`src/rtl/regfile_wb_arbiter.sv`:
```
// Register-file write-port arbiter between pipeline WB and the long-latency unit, with an in-flight scoreboard.
// Define WB_STARVE_GUARD_EN to enable the forced LLU grant (pipeline freeze) after STARVE_LIMIT denials.
//
// state   | meaning
// IDLE    | no LLU result waiting behind a pipeline write
// WAIT    | LLU result denied at least once, counting down to a forced grant
// FORCE   | pipeline frozen, LLU owns the write port this cycle
module regfile_wb_arbiter #(
    parameter int ADDRESS_WIDTH = 5,
    parameter int DATA_WIDTH    = 32,
    parameter int STARVE_LIMIT  = 4
) (
    input  logic                     iClk,
    input  logic                     iRst,
    input  logic                     iPipeWriteEn,
    input  logic [ADDRESS_WIDTH-1:0] iPipeRd,
    input  logic [DATA_WIDTH-1:0]    iPipeData,
    input  logic                     iLluValid,
    input  logic [ADDRESS_WIDTH-1:0] iLluRd,
    input  logic [DATA_WIDTH-1:0]    iLluData,
    output logic                     oLluReady,
    input  logic                     iIssueValid,
    input  logic [ADDRESS_WIDTH-1:0] iIssueRd,
    input  logic [ADDRESS_WIDTH-1:0] iRs1,
    input  logic [ADDRESS_WIDTH-1:0] iRs2,
    input  logic [ADDRESS_WIDTH-1:0] iRdDec,
    output logic                     oHazard,
    output logic                     oStallPipe,
    output logic                     oWriteEn,
    output logic [ADDRESS_WIDTH-1:0] oWriteAddress,
    output logic [DATA_WIDTH-1:0]    oDataIn
);

    localparam int NUM_REGS = 1 << ADDRESS_WIDTH;
    localparam int CNT_W    = 4;

    typedef enum logic [1:0] {
        ST_IDLE  = 2'd0,
        ST_WAIT  = 2'd1,
        ST_FORCE = 2'd2
    } state_t;

    state_t              state, state_next;
    logic [CNT_W-1:0]    starve_cnt, starve_cnt_next;
    logic [NUM_REGS-1:0] pending, pending_next, pending_eff;
    logic                llu_grant;
    logic                pipe_sel;
    logic [ADDRESS_WIDTH-1:0] sel_rd;

    always_ff @(posedge iClk or posedge iRst) begin
        if (iRst) begin
            state      <= ST_IDLE;
            starve_cnt <= '0;
            pending    <= '0;
        end else begin
            state      <= state_next;
            starve_cnt <= starve_cnt_next;
            pending    <= pending_next;
        end
    end

    // starve_cnt holds the denials still allowed before the grant is forced
    always_comb begin
        state_next      = state;
        starve_cnt_next = starve_cnt;
        case (state)
            ST_IDLE: begin
                if (iLluValid && iPipeWriteEn) begin
`ifdef WB_STARVE_GUARD_EN
                    if (STARVE_LIMIT == 1) begin
                        state_next      = ST_FORCE;
                        starve_cnt_next = '0;
                    end else begin
                        state_next      = ST_WAIT;
                        starve_cnt_next = CNT_W'(STARVE_LIMIT - 1);
                    end
`else
                    state_next      = ST_WAIT;
                    starve_cnt_next = CNT_W'(STARVE_LIMIT - 1);
`endif
                end
            end
            ST_WAIT: begin
                if (!iLluValid || !iPipeWriteEn) begin
                    state_next      = ST_IDLE;
                    starve_cnt_next = '0;
                end else begin
`ifdef WB_STARVE_GUARD_EN
                    if (starve_cnt == CNT_W'(1)) begin
                        state_next      = ST_FORCE;
                        starve_cnt_next = '0;
                    end else begin
                        starve_cnt_next = starve_cnt - CNT_W'(1);
                    end
`else
                    if (starve_cnt != '0)
                        starve_cnt_next = starve_cnt - CNT_W'(1);
`endif
                end
            end
            ST_FORCE: begin
                state_next      = ST_IDLE;
                starve_cnt_next = '0;
            end
            default: begin
                state_next      = ST_IDLE;
                starve_cnt_next = '0;
            end
        endcase
    end

    always_comb begin
`ifdef WB_STARVE_GUARD_EN
        oStallPipe = !iRst && (state == ST_FORCE);
`else
        oStallPipe = 1'b0;
`endif
        llu_grant     = !iRst && iLluValid && (!iPipeWriteEn || oStallPipe);
        pipe_sel      = !iRst && iPipeWriteEn && !oStallPipe;
        sel_rd        = llu_grant ? iLluRd : iPipeRd;
        oLluReady     = llu_grant;
        oWriteEn      = (llu_grant || pipe_sel) && (sel_rd != '0);
        oWriteAddress = iRst ? '0 : sel_rd;
        oDataIn       = iRst ? '0 : (llu_grant ? iLluData : iPipeData);

        // the register file forwards the LLU write, so its bit no longer blocks decode
        pending_eff = pending;
        if (llu_grant)
            pending_eff[iLluRd] = 1'b0;
        oHazard = !iRst && (pending_eff[iRs1] || pending_eff[iRs2] || pending_eff[iRdDec]);
    end

    always_comb begin
        pending_next = pending;
        if (llu_grant)
            pending_next[iLluRd] = 1'b0;
        if (iIssueValid && (iIssueRd != '0))
            pending_next[iIssueRd] = 1'b1;
        pending_next[0] = 1'b0;
    end

endmodule

```
`config.mk`:
```
export PLATFORM = sky130hd
export DESIGN_NAME = regfile_wb_arbiter
export DESIGN_NICKNAME = d
export VERILOG_FILES = /design/src/rtl/regfile_wb_arbiter.sv
export SDC_FILE = /design/constraint.sdc
export NUM_CORES = 1
export LEC_CHECK = 0
export ABC_AREA = 1
export ABC_CLOCK_PERIOD_IN_PS = 3630
export CELL_PAD_IN_SITES_DETAIL_PLACEMENT = 1
export CELL_PAD_IN_SITES_GLOBAL_PLACEMENT = 1
export CORE_MARGIN = 2
export CORE_UTILIZATION = 25
export DETAILED_ROUTE_END_ITERATION = 8
export PLACE_DENSITY_LB_ADDON = 0.1
export SYNTH_ARGS = -nofsm -noshare
export SYNTH_HDL_FRONTEND = slang
export SYNTH_SLANG_ARGS = --single-unit
```
`constraint.sdc`:
```
create_clock -name iClk -period 3.63 [get_ports iClk]
set_input_delay 1.089 -clock iClk [delete_from_list [all_inputs] [get_ports iClk]]
set_output_delay 1.089 -clock iClk [all_outputs]
set_load 0.05 [all_outputs]
```
==> out/results.txt <==
Yosys reg bits -> 31
Synthesized area per cell -> 5.82 µm²
GP Congestion -> 0.933
Tmin final -> 3.87 ns
R2R Path End -> pending[13]
Top FF cell, synth -> dfrtp_1
CP endpoint -> oHazard
Crit-path max cell delay -> 0.19 ns
Inserted Clock Buffers -> 5
Worst reg2reg path depth -> 4
Antenna cells -> 0
Max reg flops -> 31
Synth Cell Area -> 0.00313 mm²
Mux cell area share after synthesis -> 0%
Switching share of total power -> 40.0%
Number of global-route vias before repair -> 5,020
Final #Nets -> 835
CTS clk-pin slew, worst paths -> 0.06 ns
DRC violations left -> 0
Die width -> 116 µm
Status -> complete, but fails checks
Area share of fa/ha/maj cells after synthesis -> 0%
Crit. Startpoint -> iPipeWriteEn
Hold/Removal Path Class -> reg2reg
Placed wire-length estimate -> 13.5 mm
Startpoint Class -> input pin
Yosys top cell by area -> dfrtp_1
Final setup TNS -> -0.238 ns
Setup violators final -> 1
Fmax -> 0.259 GHz
Pwr dens -> 306 mW/mm²
Grt total ovfl -> 0
Initial antenna violation count -> 0
P_int -> 1220 µW
Largest registers -> pending x31
Clock root cell -> clkbuf_16
Clk pwr share -> 21.8%
Setup CP Type -> in2out
Total number of vias -> 4,842
Skew-Pair Late Insertion Delay -> 0.28 ns
Gr usage total -> 27.5%
Worst R2R Start -> pending[13]
Worst Path Required -> 2.54 ns
Logic pwr share -> 52.4%
Synth area leaders -> dfrtp_1 25%, nand2_1 22%, nand3_1 21%
Final setup margin -> -0.238 ns
Die Ht -> 116 µm
Cells after Synth -> 537
CTS tree -> done
Reg power frac -> 25.8%
PortBufs -> 138
Fin Hold WS -> 0.561 ns
I/O Pins -> 140
Compound-Gate Fraction of Synth Area -> 16.9%
Worst path slowest cell -> nor2_4
Max Slew Vio Count -> 0
M1 WL -> 7.95 mm
Filler cells -> 1,466
# H-tree levels -> 2
Die area -> 0.0134 mm²
DRT antenna net count -> 0
Sequential fraction of the synthesis area -> 24.8%
WP data arrival -> 2.78 ns
RSZ-0062 raised after global routing -> true
Worst vdd ir -> 0.000216 V
Layout cells sized above 1 -> 39.2%
Area share of the largest cell type after synthesis -> 24.8%
Net Switching -> 816 µW
Final hold violation count -> 0
Most common cell in the netlist -> nand2_1
Failing checks -> negative setup slack
WL final -> 19.5 mm
Max-Cap Viols -> 0
Post-Synth Simple-Gate Area -> 50.8%
Fin crit share -> 107%
Ys async rst share -> 100%
Routed WL per cell -> 21.5 µm
Routed wl met2 -> 9.69 mm
Synth top cells by count -> 183 x nand2_1, 129 x nand3_1, 31 x dfrtp_1, 31 x nor2_1, 30 x o21ai_0
Routed wl met3 -> 1.18 mm
Syn_nets -> 636
Starting Density -> 25.8%
Drt first pass iters -> 4
Most flop-heavy register -> pending
Critical Path Fanout Max -> 6
Routed vias/inst -> 5.35
Worst Max-Slew Pin Slew -> 0.542 ns
R2R setup slack -> 2.72 ns
Synth cell types -> 26
Post-Synth XOR/XNOR Area -> 0%
CTS Sinks -> 31
Row Count -> 40
Crit-path cells -> buf_8 -> inv_4 -> nand3_4 -> nor2_4 -> buf_8 -> nand2_4 -> nand3_1 -> nand3_1 -> nand3_1 -> nand3_2 -> nand2_2 -> nand2_1 -> nand2_1 -> nand2_2 -> nor2_4 -> nor2_4 -> buf_8
Starting DRC count in detailed routing -> 325
Number of flops mapped to enable cells by yosys -> 0
Clock skew -> 0 ns
Largest net degree at the start of global routing -> 41
Slew HR -> 63.7%
Core area -> 0.0121 mm²
First-pass GRT wire length -> 28.2 mm
Top sig layer -> met4
Largest family of logic cells by synthesized area -> simple AND/OR/NAND/NOR gates
Pleak -> 0.00302 µW
CP Capture Type -> primary output
Syn-to-layout area delta -> 113%
CTS max path bufs -> 2
YS warnings -> 0
[placed cells by master, fill, tap and decap left out, types with 2 or more instances in the layout]
cell             netlist  layout
o21bai_1              15      15
nor3_4                 3       6
nor2_2                 1       4
nor2_1                31      18
nand3_4                0       2
buf_8                  0      10
nand3_2                1      46
inv_2                  3       6
o21ai_2                0       3
inv_1                 27      18
nand2_4                0      18
nand2_1              183     134
clkdlybuf4s50_1        0      86
nand2_2                3      34
buf_12                 0      46
a21boi_4               0       2
nand3_1              129      82
a21boi_1              11       3
buf_6                  0      18
buf_4                  1      51
clkbuf_16              0       5
a21boi_2               0      11
buf_2                  5       2
dlymetal6s2s_1         0       2
a21oi_1               26      25
clkbuf_8               0       2
dlygate4sd2_1          0       2
o21ai_0               30      28
nor2_4                 2      12
dfrtp_1               31      31
inv_4                  1       6
[stage by stage]
step	instance area (µm²)	util, %	power, µW	setup slack, ns	cells
2_1_floorplan	3170	-	938	-0.0501	537
3_3_place_gp	5530	45.7	1360	-0.724	873
3_5_place_dp	5530	45.7	1390	-0.797	873
4_1_cts	6120	50.5	1900	-0.223	896
5_1_grt	6670	55.1	2130	-0.353	905
6_report	6670	55.1	2040	-0.238	905
[routing by layer]
layer  up-vias  track usage [%]
met2       209             50.7
met4         0             7.78
met1      2385             33.5
li1       2191                -
met5         -                0
met3        57             3.66
[logic make-up after synthesis]
family / after synthesis
simple gates: 357
compound gates: 90
buf+inv: 58
flops: 31
other cells: 1
[power groups by stage]
stage	combinational (µW)	sequential, µW	clock [µW]
after floorplan	463	475	0
after global placement	870	495	0
after detailed placement	887	499	0
after CTS	959	499	446
after global routing	1140	532	464
final	1070	526	445
[worst max-delay path: cells and delay by family]
| family | cells | cell delay [ns] |
|---|---|---|
| buffers and inverters | 4 | 0.48 |
| and+or+nand+nor | 13 | 1.18 |
[how the worst min path moves through the flow]
stage / startpoint / to / slack (ns) / cells after the start
floorplan: pending[13] / pending[13] / 0.47 / 2
finish: pending[17] / pending[17] / 0.56 / 2
detailed placement: pending[3] / pending[3] / 0.53 / 2
global route: pending[17] / pending[17] / 0.59 / 2
global placement: pending[3] / pending[3] / 0.51 / 2
CTS: pending[17] / pending[17] / 0.53 / 2
[timing repair]
item	in CTS	in global routing
hold buffers	0	0
setup endpoints to repair	39	23
gates cloned	2	0
gates resized for setup	138	120
pin swaps	38	48
setup buffers	13	10
[final cells by class]
type / count / area (µm²) / share of cell area, %
Timing Repair Buffer: 219 / 2610 / 39.1
Clock buffer: 8 / 156 / 2.34
Multi-Input combinational cell: 448 / 2780 / 41.7
Tap cell: 168 / 210 / 3.15
Inverter: 31 / 135 / 2.03
Sequential cell: 31 / 776 / 11.6
Note: power is estimated with default switching activity, not from simulation.
